<file path="config.mk">
export PLATFORM = sky130hd
export DESIGN_NAME = store_buffer
export DESIGN_NICKNAME = d
export VERILOG_FILES = /design/src/rtl/store_buffer.sv
export SDC_FILE = /design/constraint.sdc
export NUM_CORES = 1
export LEC_CHECK = 0
export ABC_CLOCK_PERIOD_IN_PS = 4800
export CORE_ASPECT_RATIO = 1.75
export CORE_MARGIN = 2
export CORE_UTILIZATION = 40
export DETAILED_ROUTE_END_ITERATION = 7
export PLACE_DENSITY = 0.69
export SYNTH_ARGS = -nofsm -noshare
export SYNTH_HDL_FRONTEND = slang
export SYNTH_SLANG_ARGS = --single-unit
</file>
<file path="constraint.sdc">
create_clock -name clk -period 4.8 [get_ports clk]
set_clock_uncertainty 0.2 [all_clocks]
set_input_delay 0.96 -clock clk [delete_from_list [all_inputs] [get_ports clk]]
set_output_delay 0.96 -clock clk [all_outputs]
set_load 0.02 [all_outputs]
</file>
<file path="src/rtl/store_buffer.sv">
// store_buffer: posted-write buffer in front of Data_Memory.
// Stores are accepted in a single cycle and drained oldest-first whenever the
// memory port is free. Loads own the port, read it combinationally and take
// the youngest buffered copy of their address when one exists. A store to an
// address that is already buffered overwrites that entry in place.
//
// Ports:
//   clk, reset                    clock, synchronous active-high reset
//   cpu_store/cpu_load/cpu_addr/cpu_wdata   pipeline request
//   cpu_rdata                     load data (combinational)
//   cpu_stall                     store not accepted this cycle
//   mem_addr/mem_write_data/mem_write/mem_read/mem_read_data  Data_Memory port
//   count/full/empty              occupancy

// One buffer slot: holds {addr,data} and compares its address with the CPU's.
module store_buffer_entry #(
    parameter int ADDR_W = 32,
    parameter int DATA_W = 32
) (
    input  logic              clk,
    input  logic              reset,
    input  logic              wr_en,
    input  logic [ADDR_W-1:0] wr_addr,
    input  logic [DATA_W-1:0] wr_data,
    input  logic [ADDR_W-1:0] cmp_addr,
    output logic [ADDR_W-1:0] addr,
    output logic [DATA_W-1:0] data,
    output logic              hit
);
    logic [ADDR_W-1:0] addr_q, addr_d;
    logic [DATA_W-1:0] data_q, data_d;

    always_comb begin
        addr_d = addr_q;
        data_d = data_q;
        if (wr_en) begin
            addr_d = wr_addr;
            data_d = wr_data;
        end
    end

    always_ff @(posedge clk) begin
        if (reset) begin
            addr_q <= '0;
            data_q <= '0;
        end else begin
            addr_q <= addr_d;
            data_q <= data_d;
        end
    end

    assign addr = addr_q;
    assign data = data_q;
    assign hit  = (addr_q == cmp_addr);
endmodule

module store_buffer #(
    parameter int DEPTH  = 4,
    parameter int ADDR_W = 32,
    parameter int DATA_W = 32,
    localparam int PW = $clog2(DEPTH),
    localparam int CW = PW + 1
) (
    input  logic              clk,
    input  logic              reset,
    input  logic              cpu_store,
    input  logic              cpu_load,
    input  logic [ADDR_W-1:0] cpu_addr,
    input  logic [DATA_W-1:0] cpu_wdata,
    output logic [DATA_W-1:0] cpu_rdata,
    output logic              cpu_stall,
    output logic [ADDR_W-1:0] mem_addr,
    output logic [DATA_W-1:0] mem_write_data,
    output logic              mem_write,
    output logic              mem_read,
    input  logic [DATA_W-1:0] mem_read_data,
    output logic [CW-1:0]     count,
    output logic              full,
    output logic              empty
);
    logic [PW-1:0] head_q, head_d;
    logic [PW-1:0] tail_q, tail_d;
    logic [CW-1:0] count_q, count_d;

    logic [DEPTH-1:0][ADDR_W-1:0] ent_addr;
    logic [DEPTH-1:0][DATA_W-1:0] ent_data;
    logic [DEPTH-1:0]             ent_hit;
    logic [DEPTH-1:0]             ent_we;

    logic          drain, store_req, push, coalesce;
    logic          fwd_hit, st_hit;
    logic [PW-1:0] fwd_sel, st_sel, idx;

    genvar g;
    generate
        for (g = 0; g < DEPTH; g++) begin : g_entry
            store_buffer_entry #(.ADDR_W(ADDR_W), .DATA_W(DATA_W)) u_entry (
                .clk      (clk),
                .reset    (reset),
                .wr_en    (ent_we[g]),
                .wr_addr  (cpu_addr),
                .wr_data  (cpu_wdata),
                .cmp_addr (cpu_addr),
                .addr     (ent_addr[g]),
                .data     (ent_data[g]),
                .hit      (ent_hit[g])
            );
        end
    endgenerate

    assign full  = (count_q == CW'(DEPTH));
    assign empty = (count_q == '0);
    assign count = count_q;

    always_comb begin
        // Nothing drains while reset is high: buffered stores are discarded.
        drain   = !empty && !cpu_load && !reset;
        fwd_hit = 1'b0;
        fwd_sel = '0;
        st_hit  = 1'b0;
        st_sel  = '0;
        idx     = '0;
        // Walk oldest -> youngest so the last match found is the youngest.
        // The store match skips the head when it is leaving this cycle, so a
        // store never coalesces into data already on its way to memory.
        for (int k = 0; k < DEPTH; k++) begin
            idx = head_q + PW'(k);
            if (CW'(k) < count_q && ent_hit[idx]) begin
                fwd_hit = 1'b1;
                fwd_sel = idx;
                if (!(drain && k == 0)) begin
                    st_hit = 1'b1;
                    st_sel = idx;
                end
            end
        end

        store_req = cpu_store && !cpu_load;
        coalesce  = store_req && st_hit;
        push      = store_req && !st_hit && (!full || drain);
        cpu_stall = cpu_store && (cpu_load || (!st_hit && full && !drain));

        for (int i = 0; i < DEPTH; i++) begin
            ent_we[i] = (push && tail_q == PW'(i)) || (coalesce && st_sel == PW'(i));
        end

        mem_read       = cpu_load;
        mem_write      = drain;
        mem_addr       = cpu_load ? cpu_addr : (drain ? ent_addr[head_q] : '0);
        mem_write_data = drain ? ent_data[head_q] : '0;
        cpu_rdata      = cpu_load ? (fwd_hit ? ent_data[fwd_sel] : mem_read_data) : '0;

        head_d  = head_q + {{(PW-1){1'b0}}, drain};
        tail_d  = tail_q + {{(PW-1){1'b0}}, push};
        count_d = count_q + {{PW{1'b0}}, push} - {{PW{1'b0}}, drain};
    end

    always_ff @(posedge clk) begin
        if (reset) begin
            head_q  <= '0;
            tail_q  <= '0;
            count_q <= '0;
        end else begin
            head_q  <= head_d;
            tail_q  <= tail_d;
            count_q <= count_d;
        end
    end
endmodule

</file>
==> results of run 1 <==
[cell usage after synthesis (13+ instances only)]
master,instances,share of area
sky130_fd_sc_hd__buf_2,18,0.0055
sky130_fd_sc_hd__nand2b_1,321,0.12
sky130_fd_sc_hd__o21a_1,44,0.020
sky130_fd_sc_hd__xor2_1,128,0.069
sky130_fd_sc_hd__o21ai_0,13,0.0040
sky130_fd_sc_hd__clkbuf_1,75,0.017
sky130_fd_sc_hd__and2_1,36,0.014
sky130_fd_sc_hd__buf_4,21,0.0097
sky130_fd_sc_hd__nor2_1,14,0.0032
sky130_fd_sc_hd__a22o_1,32,0.017
sky130_fd_sc_hd__mux2i_1,268,0.16
sky130_fd_sc_hd__mux4_2,64,0.088
sky130_fd_sc_hd__a211oi_1,55,0.025
sky130_fd_sc_hd__nor4_1,34,0.013
sky130_fd_sc_hd__o31ai_1,22,0.010
sky130_fd_sc_hd__buf_6,22,0.015
sky130_fd_sc_hd__nand2_1,32,0.0074
sky130_fd_sc_hd__dfxtp_1,263,0.32
[power groups by stage]
stage,Sequential [uW],Combinational (uW),Clock (uW)
2_1_floorplan,2430,1170,0
5_1_grt,2440,2480,2340
4_1_cts,2420,2260,2260
3_5_place_dp,2440,1970,0
3_3_place_gp,2440,1960,0
6_report,2420,2360,2220
[through the flow]
step                utilization  setup slack (ps)
floorplan                     -              25.0
global placement          0.502             -1760
detailed placement        0.502             -1820
CTS                       0.563              -427
global route              0.574              -667
finish                    0.574              -511
[worst max-delay path by stage]
stage,slack (ps),endpoint,cells after the start
2_1_floorplan,30,cpu_rdata[1],14
6_report,-510,cpu_rdata[31],16
4_1_cts,-430,cpu_rdata[27],17
3_3_place_gp,-1760,cpu_rdata[25],16
5_1_grt,-670,cpu_rdata[10],16
3_5_place_dp,-1820,cpu_rdata[24],13
[worst max-delay path, cell delays in order]
cell and delay (ps):
sky130_fd_sc_hd__clkbuf_4 170, sky130_fd_sc_hd__xor2_1 180, sky130_fd_sc_hd__buf_4 150, sky130_fd_sc_hd__nor4_2 300, sky130_fd_sc_hd__nand4_1 220, sky130_fd_sc_hd__or2_4 320, sky130_fd_sc_hd__a22oi_2 290, sky130_fd_sc_hd__buf_4 180
sky130_fd_sc_hd__a32oi_2 60, sky130_fd_sc_hd__a211oi_4 270, sky130_fd_sc_hd__buf_12 190, sky130_fd_sc_hd__nor2_4 90, sky130_fd_sc_hd__and2_4 180, sky130_fd_sc_hd__buf_6 130, sky130_fd_sc_hd__a211oi_2 260, sky130_fd_sc_hd__buf_4 190
[logic make-up (layout without fill, tap and decap cells)]
logic type               Yosys count  count (layout)
XOR/XNOR                         131             131
buffers and inverters            169             532
flip-flops                       263             263
AO/OA/AOI/OAI                    203             203
AND/OR/NAND/NOR                  481             483
adder cells (fa/ha/maj)            7               7
other                              0               2
multiplexers                     332             332
[flip-flops by register name, summed over array words and instances, names as in the netlist]
name                  flops
g_entry.u_entry.addr    128
count                     3
g_entry.u_entry.data    128
head_q                    2
tail_q                    2
[final cells by class]
class | instances | area, um^2
Antenna cell | 2 | 5.00
Clock buffer | 34 | 785
Clock inverter | 17 | 153
Fill cell | 3306 | 17100
Inverter | 12 | 45.0
Multi-Input combinational cell | 1156 | 11600
Sequential cell | 263 | 5270
Tap cell | 495 | 619
Timing Repair Buffer | 469 | 4480
[repair_timing]
item / CTS / global route
buffers inserted: 23 / 11
cloned: 5 / 5
resized for setup: 538 / 51
endpoints found under the setup margin: 34 / 33
pin swaps: 69 / 44
[layer usage]
| layer | global-route usage | share of wire | vias up |
|---|---|---|---|
| met4 | 0.175 | 0.068 | 0 |
| met1 | 0.264 | 0.35 | 6821 |
| met2 | 0.477 | 0.54 | 442 |
| met5 | 0 | 0 | - |
| li1 | - | - | 6230 |
| met3 | 0.0253 | 0.041 | 144 |
==> results.json, run 1 <==
{
  "detailroute.via_count": 13600,
  "placement.io_buffers": 203,
  "drt.antenna.violating_nets": 0,
  "grt_start_max_net_pins": 125,
  "postRouteWirelength_mm": 55.4,
  "dpl.cell_count": 2365,
  "fmax_mhz": 188,
  "worstSetupEndpointType": "output pin",
  "worstHoldStart": "g_entry[1].u_entry.data[2]",
  "drive_gt1_frac": 0.330,
  "root_buffer_master": "sky130_fd_sc_hd__clkbuf_16",
  "worst_slew_margin_rel": 0.351,
  "seq_area_frac_synth": 0.323,
  "post_synth_fa_ha_maj_area_fraction": 0.00584,
  "layout.cells.most_common": "sky130_fd_sc_hd__nand2b_1",
  "final-hold-violation-count": 0,
  "r2r-end": "count[2]",
  "path_max_fanout": 8,
  "syn_inst": 1586,
  "postLayoutSetupSlackWorst_ps": -511,
  "detailedPlacementHpwl_mm": 37.2,
  "fin_worst_hold_slack_ps": 294,
  "setup_tns_ps": -15530,
  "synth_nets": 1693,
  "mostFrequentLayoutCells": "sky130_fd_sc_hd__nand2b_1, sky130_fd_sc_hd__mux2i_1, sky130_fd_sc_hd__dfxtp_1",
  "timing_worst_setup_path_type": "input port to output pin",
  "timing_worst_slew_pin_value_ps": 973,
  "powerDensity_nw_per_um2": 304,
  "total_non_filler_cell_area_in_the_finished_layout_um2": 23000,
  "largest_family_of_logic_cells_by_synthesized_area": "multiplexers",
  "tritoncts_num_sinks": 263,
  "run_status": "complete, but fails checks",
  "leakage_uw": 0.0102,
  "htreeDepth": 1,
  "yosys-mux-area-fraction": 0.253,
  "hold-path-cell-count": 2,
  "power.internal_uw": 4670,
  "failed_checks": "setup timing",
  "number_of_antenna_violations_at_the_first_check_in_global_routing": 2,
  "hold_path_class": "flip-flop to flip-flop",
  "pwr-share-clk": 0.317,
  "timing.final.max_slew_violations": 0,
  "stdcell_count": 2448,
  "worst_setup_path_start_kind": "input port",
  "critical_path.startpoint": "cpu_addr[2]",
  "cts.reportedPaths.clkPinSlew_ps": 60,
  "floorplan.core_area_um2": 40100,
  "crit_arrival_ps": 4150,
  "drt_pre_antenna_iters": 5,
  "synth_edf_count": 0,
  "syn_area_per_cell_um2": 10.3,
  "cts_hold_repair.buffers": 0,
  "setup.reg_to_reg.worst_slack_ps": 740,
  "power.share.switching": 0.333,
  "synth_compound_area_frac": 0.102,
  "num-nets-final": 2038,
  "route.detailed.wl_per_inst_um": 22.6,
  "die_area_um2": 42400,
  "rsz_0062_raised_after_global_routing": "yes",
  "timing.hold.worst_endpoint": "g_entry[1].u_entry.data[2]",
  "synth_warnings": 0,
  "combinationalPowerShare": 0.337,
  "total_switching_power_uw": 2330,
  "worstReg2RegStart": "g_entry[3].u_entry.addr[2]",
  "synth_async_sr_flop_share": 0,
  "power.sequential.fraction": 0.346,
  "ff2ff_path_depth": 18,
  "worst_ir_drop_vdd_v": 0.000262,
  "max_cap_violations": 0,
  "synth-xor-area-share": 0.0704,
  "worstSkewPairLatency_ps": 590,
  "crit_required_ps": 3640,
  "cts_made_buffers": 29,
  "core.rowCount": 97,
  "cts_tree": "yes",
  "synthSimpleGateAreaFrac": 0.178,
  "grt_pass1_wl_mm": 84.1,
  "synth.distinct_cells": 54,
  "post-layout-total-power_uw": 7000,
  "vias_per_cell": 5.57,
  "place.gp.congestion": 0.971,
  "remaining_drc_errors": 0,
  "first_global_vias": 14800,
  "synth_top_flop_cell": "sky130_fd_sc_hd__dfxtp_1",
  "max-clock-path-buffers": 3,
  "ys_seq_elements": 263,
  "timing.final.crit_period_ps": 5310,
  "fp.dieW_um": 157,
  "grt-ovfl-total": 0,
  "starting_utilization_of_the_core_area": 0.407,
  "floorplan_die_height_um": 271,
  "post-route-period-util": 1.11,
  "layout-area-overhead-vs-synth_pct": 41.1,
  "cell_area_placed_um2": 20100,
  "ios": 204,
  "drt_iter0_drc": 704,
  "timing.final.setup_violations": 33,
  "netlist_area_um2": 16300,
  "grt_use_total": 0.256
}
(Power assumes the default switching activity.)
==> run 2: changes to the inputs <==
--- a/config.mk
+++ b/config.mk
@@ -10,7 +10,7 @@
 export CORE_MARGIN = 2
 export CORE_UTILIZATION = 40
 export DETAILED_ROUTE_END_ITERATION = 7
-export PLACE_DENSITY = 0.69
+export PLACE_DENSITY = 0.64
 export SYNTH_ARGS = -nofsm -noshare
 export SYNTH_HDL_FRONTEND = slang
 export SYNTH_SLANG_ARGS = --single-unit
==> run 2 against run 1 <==
The run still ends with setup timing left. Sequential power is essentially flat. Register-to-register slack lost 80 ps. Combinational power shrank 3%. Non-clock buffer count shrank 50. Critical path depth grew 2. Total power shrank 1.9%. First-iteration DRC count shrank 12%. Flip-flop and latch count is the same. Wire length shrank 0.24%. Die area is the same. Sequential share of layout area grew 0.38 points. Global-route usage shrank 0.062 points.
==> results.json, run 2 (synthesized netlist as in run 1, its figures left out) <==
{
  "run_status": "complete, but fails checks",
  "failed_checks": "setup timing",
  "placement.io_buffers": 203,
  "starting_utilization_of_the_core_area": 0.407,
  "route.detailed.wl_per_inst_um": 23.1,
  "crit_path_frequent_cell": "sky130_fd_sc_hd__buf_4",
  "rsz_0062_raised_after_global_routing": "yes",
  "detailroute.via_count": 13300,
  "number_of_antenna_violations_at_the_first_check_in_global_routing": 2,
  "floorplan_die_height_um": 271,
  "drive_gt1_frac": 0.313,
  "max-clock-path-buffers": 3,
  "post-layout-total-power_uw": 6860,
  "layout.cells.most_common": "sky130_fd_sc_hd__nand2b_1",
  "drt_iter0_drc": 618,
  "cts_tree": "yes",
  "tritoncts_num_sinks": 263,
  "routedLengthMet1_mm": 19.9,
  "worstReg2RegStart": "g_entry[2].u_entry.addr[9]",
  "detailedPlacementHpwl_mm": 37.2,
  "worst_slew_margin_rel": 0.305,
  "critical_path.startpoint": "cpu_addr[11]",
  "topRoutingLayerUsed": "met5",
  "first_global_vias": 14300,
  "worstSkewPairLatency_ps": 550,
  "grt_start_max_net_pins": 293,
  "timing_worst_slew_pin_value_ps": 1040,
  "worstSetupEndpointType": "output pin",
  "setup_tns_ps": -13910,
  "vias_per_cell": 5.58,
  "timing_worst_setup_path_type": "input port to output pin",
  "leakage_uw": 0.00996,
  "critical_path.cell_chain": "clkdlybuf4s15_1, buf_6, xor2_2, nor4_4, nand4_1, or2_4, a22oi_2, buf_4, buf_4, nand3_4, a2bb2oi_4, buf_6, nand2_4, buf_12, buf_4, a211oi_2, o31ai_2, buf_4",
  "grt_use_total": 0.255,
  "post-route-period-util": 1.11,
  "crit_path_top_delay_cell": "sky130_fd_sc_hd__nor4_4",
  "htreeDepth": 1,
  "combinationalPowerShare": 0.332,
  "postRouteWirelength_mm": 55.3,
  "final-hold-violation-count": 0,
  "hold_path_class": "flip-flop to flip-flop",
  "worst_ir_drop_vdd_v": 0.000202,
  "place.gp.congestion": 0.885,
  "fp.dieW_um": 157,
  "worstHoldStart": "g_entry[2].u_entry.data[25]",
  "power.sequential.fraction": 0.354,
  "mostFrequentLayoutCells": "sky130_fd_sc_hd__nand2b_1, sky130_fd_sc_hd__mux2i_1, sky130_fd_sc_hd__dfxtp_1",
  "drt.antenna.violating_nets": 0,
  "root_buffer_master": "sky130_fd_sc_hd__clkbuf_16",
  "detailroute.wirelength.met3_mm": 2.06,
  "timing.final.crit_period_ps": 5310,
  "worst_setup_path_start_kind": "input port",
  "postLayoutSetupSlackWorst_ps": -514,
  "powerDensity_nw_per_um2": 303,
  "grt-ovfl-total": 0,
  "layout-area-overhead-vs-synth_pct": 38.9,
  "cts_made_buffers": 28,
  "pwr-share-clk": 0.314,
  "grt_pass1_wl_mm": 83.6,
  "critPathMaxStageDelay_ps": 310,
  "ios": 204,
  "num-nets-final": 1985,
  "layout.filler_cells": 3508,
  "power.internal_uw": 4630,
  "die_area_um2": 42400,
  "cts.reportedPaths.clkPinSlew_ps": 60,
  "max_cap_violations": 0,
  "fmax_mhz": 188,
  "remaining_drc_errors": 0,
  "floorplan.core_area_um2": 40100,
  "crit_arrival_ps": 4150,
  "pre_cts_ws_ps": -1620,
  "crit_required_ps": 3640,
  "cts_hold_repair.buffers": 0,
  "drt_pre_antenna_iters": 6,
  "met2RoutedLength_mm": 30.2,
  "timing.final.max_slew_violations": 0,
  "power.share.switching": 0.326,
  "path_max_fanout": 8,
  "timing.final.setup_violations": 32,
  "core.rowCount": 97,
  "fin_worst_hold_slack_ps": 293,
  "total_switching_power_uw": 2240
}
[run 2: final timing paths]
check / to / slack [ps] / cells past startpoint
setup / recovery: cpu_rdata[29] / -510 / 18
hold / removal: g_entry[2].u_entry.data[25] / 290 / 2
setup reg to reg: g_entry[1].u_entry.data[3] / 660 / 16
hold reg to reg: g_entry[2].u_entry.data[25] / 290 / 2
[run 2: power groups by stage]
stage,clock [uW],sequential (uW),combinational (uW)
after floorplan,0,2430,1170
after global placement,0,2450,1930
after detailed placement,0,2460,1950
after CTS,2200,2420,2190
after global routing,2280,2440,2390
final,2160,2430,2280
[run 2: area by class of cell]
class,count,area [um^2],share of cell area
well taps,495,619,0.0274
flip-flops and latches,263,5270,0.233
clock inverters,6,55.1,0.00243
multi-input cells,1154,11600,0.512
clock buffers,40,837,0.0370
diodes,1,2.50,0.000111
repair buffers,419,4200,0.186
inverters,12,45.0,0.00199
[run 2: per-stage QoR]
stage,area [um^2],instances,util
2_1_floorplan,16400,1586,-
3_3_place_gp,19900,2321,0.497
3_5_place_dp,19900,2321,0.497
4_1_cts,22000,2391,0.550
5_1_grt,22600,2390,0.565
6_report,22600,2390,0.565
[run 2: worst max-delay path: cells and delay by family]
kind	cells	cell delay, ps
xor gates and xnor gates	1	180
and+or+nand+nor	5	950
AOI/OAI and AO/OA	4	740
buffers and inverters	8	1320
[run 2: repair_timing]
item	4_1_cts	5_1_grt
resized for setup	484	122
gates cloned	5	3
endpoints found under the setup margin	33	33
endpoints found under the hold margin	0	0
setup buffers	26	17
pin swaps	82	66
[run 2: layer usage]
layer,global-route usage,vias up
met4,0.145,2
met1,0.274,6709
met3,0.0250,134
met5,0,-
li1,-,6106
met2,0.477,397
